File: config.mk
export PLATFORM = sky130hd
export DESIGN_NAME = sample_ctrl
export DESIGN_NICKNAME = d
export VERILOG_FILES = /design/src/rtl/sample_ctrl.sv
export SDC_FILE = /design/constraint.sdc
export NUM_CORES = 1
export LEC_CHECK = 0
export ABC_CLOCK_PERIOD_IN_PS = 1100
export CAP_MARGIN = 15
export CORE_AREA = 2 2 39 41
export CTS_CLUSTER_DIAMETER = 30
export DETAILED_ROUTE_END_ITERATION = 6
export DIE_AREA = 0 0 41 43
export PLACE_DENSITY_LB_ADDON = 0.1
export SLEW_MARGIN = 30
export SYNTH_ARGS = -nofsm -noshare
export SYNTH_HDL_FRONTEND = slang
export SYNTH_SLANG_ARGS = --single-unit
export TNS_END_PERCENT = 10
File: constraint.sdc
create_clock -name clk -period 1.1 [get_ports clk]
set_input_delay 0.275 -clock clk [delete_from_list [all_inputs] [get_ports clk]]
set_output_delay 0.275 -clock clk [all_outputs]
set_load 0.05 [all_outputs]
File: src/rtl/sample_ctrl.sv
// Per-sample control sequencer for the filter datapath.
// Each accepted sample runs LOAD, then NUM_TAPS MAC cycles, then DONE, which
// emits one cnt_up pulse. A fault inside the MAC phase (an accumulator overflow,
// or a new sample arriving too early) diverts to a sticky ERR state.
// Every output is decoded from registered state, so no input reaches an output
// combinationally.
module sample_ctrl #(
    parameter int NUM_TAPS = 4,
    parameter int TAP_BITS = 2
) (
    input  logic                clk,
    input  logic                n_rst,
    input  logic                data_ready,
    input  logic                overflow,
    input  logic                clear_req,
    output logic                load_sample,
    output logic                acc_clr,
    output logic                mac_en,
    output logic [TAP_BITS-1:0] tap_idx,
    output logic                cnt_up,
    output logic                clear,
    output logic                modwait,
    output logic                err
);

    typedef enum logic [2:0] {
        IDLE = 3'd0,
        LOAD = 3'd1,
        MAC  = 3'd2,
        DONE = 3'd3,
        ERR  = 3'd4
    } state_t;

    localparam logic [TAP_BITS-1:0] LAST_TAP = TAP_BITS'(NUM_TAPS - 1);

    state_t              r_state;
    state_t              w_next_state;
    logic [TAP_BITS-1:0] r_tap_idx;
    logic [TAP_BITS-1:0] w_next_tap;
    logic                r_clear;

    // State, tap index and clear registers.
    // n_rst is active-high despite its name: a 1 at the clock edge resets.
    always_ff @(posedge clk) begin
        if (n_rst) begin
            r_state   <= IDLE;
            r_tap_idx <= '0;
            r_clear   <= 1'b0;
        end else begin
            r_state   <= w_next_state;
            r_tap_idx <= w_next_tap;
            r_clear   <= clear_req;
        end
    end

    // Next-state and next-tap logic.
    // The tap index only advances while the FSM stays in MAC; on every other
    // transition it returns to 0, so it reads 0 in IDLE and ERR.
    // An error during MAC takes priority over completing the last tap.
    always_comb begin
        w_next_state = r_state;
        w_next_tap   = '0;
        case (r_state)
            IDLE: begin
                if (data_ready) w_next_state = LOAD;
            end
            LOAD: begin
                // A data_ready seen during LOAD is deliberately ignored.
                w_next_state = MAC;
            end
            MAC: begin
                if (overflow || data_ready) begin
                    w_next_state = ERR;
                end else if (r_tap_idx == LAST_TAP) begin
                    w_next_state = DONE;
                end else begin
                    w_next_state = MAC;
                    w_next_tap   = r_tap_idx + 1'b1;
                end
            end
            DONE: begin
                // A sample already waiting in DONE starts at once (back-to-back).
                w_next_state = data_ready ? LOAD : IDLE;
            end
            ERR: begin
                if (data_ready) w_next_state = LOAD;
            end
            default: w_next_state = IDLE;
        endcase
    end

    // Moore output decode from the current state.
    always_comb begin
        load_sample = 1'b0;
        acc_clr     = 1'b0;
        mac_en      = 1'b0;
        cnt_up      = 1'b0;
        modwait     = 1'b0;
        err         = 1'b0;
        case (r_state)
            LOAD: begin
                load_sample = 1'b1;
                acc_clr     = 1'b1;
                modwait     = 1'b1;
            end
            MAC: begin
                mac_en  = 1'b1;
                modwait = 1'b1;
            end
            DONE: begin
                cnt_up  = 1'b1;
                modwait = 1'b1;
            end
            ERR: begin
                err = 1'b1;
            end
            default: ;
        endcase
    end

    assign tap_idx = r_tap_idx;
    assign clear   = r_clear;

endmodule

==> results_dict.tcl, run 1 <==
set metrics [dict create \
    status "finished, violations left" \
    violations "negative setup slack" \
    yosys_warnings 0 \
    holdPathStages 2 \
    dp_slack_ns -0.3341 \
    worstSetupStartpointType "flip-flop" \
    slew_headroom_pct 79.90 \
    required_ns 0.82 \
    critPathCaptureType "primary output" \
    grt_pass1_wl_um 1324 \
    cts_hold_buf 0 \
    num_vias 316 \
    utilization_pct 48.10 \
    crit_chain "buf_6 -> and3b_2 -> buf_12" \
    avgSynthCellArea_um2 9.217 \
    mappedNetlistNets 36 \
    area_delta_synth_final_pct 140.7 \
    postRouteAntennaNets 0 \
    clk_pin_slew_ns 0.05 \
    min_from "tap_idx[0]$_SDFF_PP0_" \
    max-cap-violations 0 \
    grt_max_degree 8 \
    rsz0062_at_grt "true" \
    layout_common_cells "9 x buf_12, 9 x buf_4, 4 x clkdlybuf4s50_1" \
    cts_max_level 1 \
    synth_area_um2 276.5 \
    cp_max_fo 4 \
    reg2reg_from "r_state[1]$_SDFFE_PP0P_" \
    power_density_nw_per_um2 980.5 \
    tns_ns -1.767 \
    die_h_um 43 \
    antenna_cells 0 \
    layout-drive-gt1-share_pct 63.16 \
    clock_sinks 6 \
    r2r_slack_ns -0.12 \
    grt_pass1_vias 341 \
    rr_worst_depth 5 \
    grt_use_total_pct 10.66 \
    insertion_delay_ns 0.24 \
    place.detailed.hpwl_um 572.4 \
    firstDrtPassIters 2 \
    hold_violations 0 \
    cts_buffers 3 \
    antenna_found_initial 0 \
    setup_slack_ns -0.2689 \
    hold_path_end "tap_idx[0]$_SDFF_PP0_" \
    nets 64 \
    ys_seq_area_share_pct 43.44 \
    post-route-period-util_pct 124.4 \
    wirelength_um 719 \
    fmax_ghz 0.7305 \
    via_per_inst 4.329 \
    finalSetupViolations 10 \
    drc 0 \
    period_needed_ns 1.369 \
    drtIter0Drc 2 \
    critical_path_class "flip-flop to primary output" \
    skew_ns 0.005770 \
    drv_slew 0 \
    fp-row-count 14 \
    io_pins 14 \
    cts_tree "done" \
    synth_seq_cells 6 \
    ir_drop_mv 0.5980 \
    routabilityCongestion 0.8293 \
    critPathArrivalTime_ns 1.09 \
    hp-class "flip-flop to flip-flop" \
    synthCells 30 \
    die_w_um 41 \
    total_power_uw 652.6 \
    slowest_stage "dfxtp_4" \
    worstMarginPinSlew_ns 0.2987 \
    grt_overflow_total 0 \
    dieArea_um2 1763 \
    port_buffers 13 \
    core-area_um2 1384 \
    avgRoutedWirePerCell_um 9.849 \
    cpPeakStageDelay_ns 0.36 \
    leakagePower_nw 0.2778 \
    synth.distinct_cells 19 \
    cts_buffer_depth 2 \
    r2r-end "tap_idx[1]$_SDFF_PP0_" \
    root_buffer "clkbuf_4" \
    start_util_pct 19.98 \
]
[critical path, delay by kind of cell (launching register included)]
kind / cells / cell delay, ns
flip-flops: 1 / 0.36
buffers and inverters: 2 / 0.26
AND/OR/NAND/NOR: 1 / 0.23
[power breakdown]
group	leakage, nW	internal (mW)	switching, mW	total, mW
clock	0.0150	0.137	0.0799	0.217
sequential	0.0514	0.224	0.0127	0.237
combinational	0.211	0.106	0.0923	0.198
total	0.278	0.468	0.185	0.653
[Yosys cell counts]
master	number	area (µm²)
o21ai_0	2	10.01
inv_1	1	3.750
a21oi_1	3	15.01
buf_4	1	7.510
nand2_1	1	3.750
and3_2	1	7.510
and2_1	1	6.260
nor2b_1	1	6.260
nor4b_1	1	8.760
nand3_1	1	5.000
nor3b_4	1	18.77
ha_1	1	12.51
nor2_1	4	15.01
nor4_1	1	6.260
nor3b_1	1	7.510
nand3b_1	1	7.510
dfxtp_1	6	120.1
nor3_1	1	5.000
and3b_2	1	10.01
[sequential cells by signal (all words and copies together) (netlist names)]
| register | cells |
|---|---|
| r_state | 3 |
| tap_idx | 2 |
| clear | 1 |
[timing repair]
item	4_1_cts	5_1_grt
pin swaps	2	1
resized for setup	8	3
setup buffers	3	0
endpoints found under the setup margin	13	13
endpoints found under the hold margin	0	0
[through the flow]
stage          area [µm²]  hold WS [ns]  cells
2_1_floorplan       299.0        0.3344     30
3_3_place_gp        588.1        0.5254     66
3_5_place_dp        588.1        0.5298     66
4_1_cts             660.6        0.5414     73
5_1_grt             665.6        0.5181     73
6_report            665.6        0.5013     73
[layer usage]
layer	vias to the layer above	track usage, %	part of all wire (%)
met2	11	17.50	54
met5	-	0	0
met1	145	11.97	39
met4	0	4.000	0
li1	160	-	-
met3	0	3.665	7.1
[cell type report]
type	count	area [µm²]
Multi-Input combinational cell	22	175.2
Clock buffer	4	26.28
Tap cell	16	20.02
Fill cell	138	718.2
Sequential cell	6	130.1
Inverter	1	3.754
Timing Repair Buffer	24	310.3
[how the worst max path moves through the flow]
stage	from	endpoint	slack, ns	cells past startpoint
5_1_grt	r_state[0]$_SDFFE_PP0P_	acc_clr	-0.31	2
4_1_cts	r_state[0]$_SDFFE_PP0P_	load_sample	-0.28	2
3_3_place_gp	data_ready	r_state[1]$_SDFFE_PP0P_	-0.26	4
6_report	r_state[0]$_SDFFE_PP0P_	cnt_up	-0.27	3
3_5_place_dp	data_ready	tap_idx[1]$_SDFF_PP0_	-0.33	3
2_1_floorplan	r_state[2]$_SDFFE_PP0P_	load_sample	-0.31	2
[cells by family (layout without fill, tap and decap cells)]
kind of cell / after synthesis / in the layout / synth area share (%)
adders and majority gates: 1 / 1 / 4.524
AOI/OAI and AO/OA: 5 / 5 / 9.048
buffers and inverters: 2 / 29 / 4.072
and+or+nand+nor: 16 / 16 / 38.92
DFF: 6 / 6 / 43.44
Power figures use the tool's default switching activity.
==> run 2, diff against run 1 <==
--- a/config.mk
+++ b/config.mk
@@ -12,5 +12,5 @@
 export DETAILED_ROUTE_END_ITERATION = 6
 export DIE_AREA = 0 0 41 43
-export PLACE_DENSITY_LB_ADDON = 0.1
+export PLACE_DENSITY = 0.52
 export SLEW_MARGIN = 30
 export SYNTH_ARGS = -nofsm -noshare
==> constraint.sdc (replaced) <==
create_clock -name clk -period 1.1 [get_ports clk]
set_input_delay 0.11 -clock clk [delete_from_list [all_inputs] [get_ports clk]]
set_output_delay 0.11 -clock clk [all_outputs]
set_load 0.05 [all_outputs]
==> run 2 against run 1 <==
  * The flow still finishes with violations (negative setup slack)
  * Clock skew is 0.0012 ns lower
  * Combinational power is 12% lower
  * Clock power is 9% lower
  * Critical path type unchanged
  * Sequential share of layout area is 2.7 points higher
  * Largest cell class unchanged
  * Hold slack worse by 0.077 ns
  * Via count is 6.6% lower
  * Non-clock buffer count is 7 lower
  * Count of clock-buffer cells in the layout is 1 lower
  * Critical path depth is 1 lower
  * Fmax is 13% higher
==> results_dict.tcl, run 2 (synthesis results as in run 1) <==
set metrics [dict create \
    cts_hold_buf 0 \
    port_buffers 13 \
    antenna_found_initial 0 \
    r2r-end "r_state[2]$_SDFFE_PP0P_" \
    required_ns 0.99 \
    hold_violations 0 \
    finalSetupViolations 6 \
    cts_buffers 3 \
    worstSetupStartpointType "flip-flop" \
    nets 57 \
    fmax_ghz 0.8287 \
    via_per_inst 4.538 \
    rsz0062_at_grt "true" \
    drtIter0Drc 7 \
    min_from "clear_req" \
    die_h_um 43 \
    die_w_um 41 \
    layout.cells.non_filler 65 \
    core-area_um2 1384 \
    insertion_delay_ns 0.24 \
    hp-class "input pin to flip-flop" \
    grt_pass1_vias 232 \
    antenna_cells 0 \
    leakagePower_nw 0.2398 \
    power_density_nw_per_um2 1013 \
    slew_headroom_pct 81.03 \
    critPathCaptureType "primary output" \
    critical_path_class "flip-flop to primary output" \
    cp_max_fo 6 \
    hold_path_end "clear$_SDFF_PP0_" \
    routabilityCongestion 0.6907 \
    grt_use_total_pct 8.761 \
    status "finished, violations left" \
    setup_slack_ns -0.1067 \
    cts_max_level 1 \
    layout-drive-gt1-share_pct 57.14 \
    root_buffer "clkbuf_4" \
    regMostFlops "r_state" \
    cts_tree "done" \
    largest_reg_flops 3 \
    dieArea_um2 1763 \
    start_util_pct 19.98 \
    clk_pin_slew_ns 0.05 \
    post-route-period-util_pct 109.7 \
    max-cap-violations 0 \
    grt_overflow_total 0 \
    drc 0 \
    placed_cells 61 \
    critPathArrivalTime_ns 1.10 \
    dpl_cell_area_um2 554.3 \
    cts_buffer_depth 2 \
    avgRoutedWirePerCell_um 9.954 \
    rr_worst_depth 4 \
    violations "negative setup slack" \
    clock_sinks 6 \
    wirelength_um 647 \
    reg2reg_from "r_state[1]$_SDFFE_PP0P_" \
    grt_max_degree 8 \
    r2r_slack_ns 0.05 \
    mostFrequentLayoutCell "buf_12" \
    io_pins 14 \
    ir_drop_mv 0.4584 \
    final_area_um2 601.8 \
    place.detailed.hpwl_um 506.1 \
    fp-row-count 14 \
    drv_slew 0 \
    skew_ns 0.004614 \
    layout_common_cells "9 x buf_12, 4 x clkdlybuf4s50_1" \
    worstMarginPinSlew_ns 0.2806 \
    holdPathStages 2 \
    firstDrtPassIters 4 \
    area_delta_synth_final_pct 117.6 \
    grt_pass1_wl_um 986 \
    total_power_uw 609.8 \
    postRouteAntennaNets 0 \
    period_needed_ns 1.207 \
    num_vias 295 \
]
## run 2: cell types whose count changed in the layout (fill, tap and decap cells not counted), sizes merged
cell,change
buf,-7
clkbuf,-1
## run 2: per-layer routing
layer | part of all wire, % | global-route usage, % | wire length (µm)
met5 | 0 | 0 | 0
met4 | 0 | 8.000 | 0
met3 | 9.7 | 3.141 | 63
met2 | 53 | 11.88 | 343
met1 | 37 | 10.06 | 241
## run 2: worst max-delay path, stage by stage (launching register included)
cell and delay [ns]:
dfxtp_4 0.38, nor3b_4 0.30, buf_12 0.18
## run 2: area by class of cell
cell class,count,area [µm²]
Tap cell,16,20.02
Fill cell,143,782.0
Timing Repair Buffer,17,254.0
Inverter,1,3.754
Sequential cell,6,133.9
Clock buffer,3,22.52
Multi-Input combinational cell,22,167.7
## run 2: where the power goes
part | leakage, nW | internal (mW) | switching (mW)
logic | 0.174 | 0.0896 | 0.0859
clock network | 0.0138 | 0.123 | 0.0752
registers | 0.0522 | 0.223 | 0.0132
total | 0.240 | 0.436 | 0.174
## run 2: repair_timing
item,CTS,global route
endpoints found under the hold margin,0,0
gates resized for setup,3,2
pin swaps,1,1
endpoints found under the setup margin,7,10
setup buffers,1,0
## run 2: how the worst max path moves through the flow
stage | start | end | slack (ns) | cells after the start
2_1_floorplan | r_state[1]$_SDFFE_PP0P_ | tap_idx[1]$_SDFF_PP0_ | -0.16 | 2
3_3_place_gp | data_ready | r_state[1]$_SDFFE_PP0P_ | -0.12 | 4
3_5_place_dp | data_ready | tap_idx[1]$_SDFF_PP0_ | -0.14 | 3
4_1_cts | r_state[0]$_SDFFE_PP0P_ | acc_clr | -0.13 | 2
5_1_grt | r_state[0]$_SDFFE_PP0P_ | err | -0.15 | 3
6_report | r_state[0]$_SDFFE_PP0P_ | acc_clr | -0.11 | 2
## run 2: stage by stage
step / hold WS [ns] / setup slack (ns) / utilization (%) / TNS [ns]
final: 0.4241 / -0.1067 / 43.49 / -0.4328
after global placement: 0.5063 / -0.1206 / 40.05 / -0.3117
after CTS: 0.4126 / -0.1313 / 43.04 / -0.5800
after detailed placement: 0.5031 / -0.1435 / 40.05 / -0.3893
after global routing: 0.4323 / -0.1535 / 43.49 / -0.8136
after floorplan: 0.1694 / -0.1595 / - / -0.7511
==> run 3, diff against run 2 <==
ABC_CLOCK_PERIOD_IN_PS = 1000   (was 1100)
clock period = 1 ns   (was 1.1 ns; I/O delays follow)
==> run 3 against run 2 <==
  * The flow still finishes with violations (negative setup slack)
  * Non-clock buffer count rose by 3
  * Via count down 1.7%
  * Sequential share of layout area down 1.1 points
  * Final cell count rose by 6.2%
==> results_dict.tcl, run 3 (synthesis results as in run 1) <==
set metrics [dict create \
    wirelength_um 610 \
    avgRoutedWirePerCell_um 8.841 \
    grt_use_total_pct 8.652 \
    cts_max_level 1 \
    max-cap-violations 0 \
    period_needed_ns 1.192 \
    layout_common_cells "9 x buf_12, 5 x buf_4, 4 x clkdlybuf4s50_1" \
    cts_buffer_depth 2 \
    fillCellCount 126 \
    rsz0062_at_grt "true" \
    drv_slew 0 \
    grt_pass1_vias 258 \
    postRouteAntennaNets 0 \
    largest_reg_flops 3 \
    slew_headroom_pct 82.58 \
    port_buffers 13 \
    ir_drop_mv 0.8085 \
    critPathArrivalTime_ns 1.09 \
    root_buffer "clkbuf_4" \
    grt_overflow_total 0 \
    clk_pin_slew_ns 0.05 \
    dieArea_um2 1763 \
    firstDrtPassIters 2 \
    cp_max_fo 4 \
    mostFrequentLayoutCell "buf_12" \
    total_power_uw 692.6 \
    cts_tree "done" \
    worstSetupStartpointType "flip-flop" \
    antenna_found_initial 0 \
    worstMarginPinSlew_ns 0.2577 \
    die_w_um 41 \
    skew_ns 0.008635 \
    drc 0 \
    setup_slack_ns -0.1921 \
    nets 60 \
    clock_sinks 6 \
    start_util_pct 19.98 \
    status "finished, violations left" \
    critical_path_class "flip-flop to primary output" \
    post-route-period-util_pct 119.2 \
    die_h_um 43 \
    fp-row-count 14 \
    hold_violations 0 \
    dp_slack_ns -0.2434 \
    power_density_nw_per_um2 1092 \
    fmax_ghz 0.8388 \
    leakagePower_nw 0.2572 \
    cts_buffers 3 \
    finalSetupViolations 9 \
    violations "negative setup slack" \
    core-area_um2 1384 \
    required_ns 0.90 \
    layout-drive-gt1-share_pct 60.38 \
    via_per_inst 4.203 \
    insertion_delay_ns 0.24 \
    place.detailed.hpwl_um 495.1 \
    antenna_cells 0 \
    io_pins 14 \
    grt_max_degree 7 \
    hp-class "input pin to flip-flop" \
    num_vias 290 \
    routabilityCongestion 0.7208 \
    drtIter0Drc 2 \
    grt_pass1_wl_um 1028 \
    regMostFlops "r_state" \
    area_delta_synth_final_pct 129.4 \
    critPathCaptureType "primary output" \
]
==> run 3: power by group <==
group | switching (mW) | internal [mW]
Clock | 0.0824 | 0.151
Combinational | 0.0972 | 0.104
Sequential | 0.0132 | 0.245
==> run 3: cell type report <==
| class | instances | area (µm²) | share of cell area [%] |
|---|---|---|---|
| Timing Repair Buffer | 20 | 280.3 | 44.18 |
| Multi-Input combinational cell | 22 | 170.2 | 26.82 |
| Sequential cell | 6 | 133.9 | 21.10 |
| Clock buffer | 4 | 26.28 | 4.142 |
| Tap cell | 16 | 20.02 | 3.156 |
| Inverter | 1 | 3.754 | 0.5917 |
==> run 3: final timing paths <==
check | to | cells after the start | from | slack, ns
worst max register to register | r_state[0]$_SDFFE_PP0P_ | 4 | r_state[1]$_SDFFE_PP0P_ | -0.04
worst max-delay path | cnt_up | 3 | r_state[2]$_SDFFE_PP0P_ | -0.19
worst min-delay path | clear$_SDFF_PP0_ | 2 | clear_req | 0.41
worst min register to register | tap_idx[0]$_SDFF_PP0_ | 2 | tap_idx[0]$_SDFF_PP0_ | 0.51
==> run 3: routing by layer <==
metal	share of wire, %	GRT usage (%)	vias up
met1	47	11.33	128
met3	7.5	4.712	0
met4	0	4.000	0
met5	0	0	-
li1	-	-	151
met2	46	11.25	11
==> run 3: critical path, cell delays in order, from the launching register on <==
cell and delay [ns]:
dfxtp_4 0.38, and3b_2 0.22, buf_6 0.12, buf_12 0.13
==> run 3: metrics by stage <==
| step | cells | area, µm² | utilization, % | TNS, ns | hold WS (ns) |
|---|---|---|---|---|---|
| global route | 69 | 634.4 | 45.84 | -1.750 | 0.4159 |
| floorplan | 30 | 300.3 | - | -1.434 | 0.1617 |
| global placement | 64 | 574.3 | 41.50 | -0.7086 | 0.5071 |
| CTS | 69 | 634.4 | 45.84 | -1.198 | 0.4043 |
| detailed placement | 64 | 574.3 | 41.50 | -0.7449 | 0.5039 |
| finish | 69 | 634.4 | 45.84 | -1.110 | 0.4100 |
==> run 3: repair_timing <==
action	CTS	global route
gates cloned	0	0
endpoints found under the setup margin	9	11
pin swaps	1	0
buffers inserted	1	0
gates resized for setup	8	0
hold buffers	0	0
hold endpoints to repair	0	0
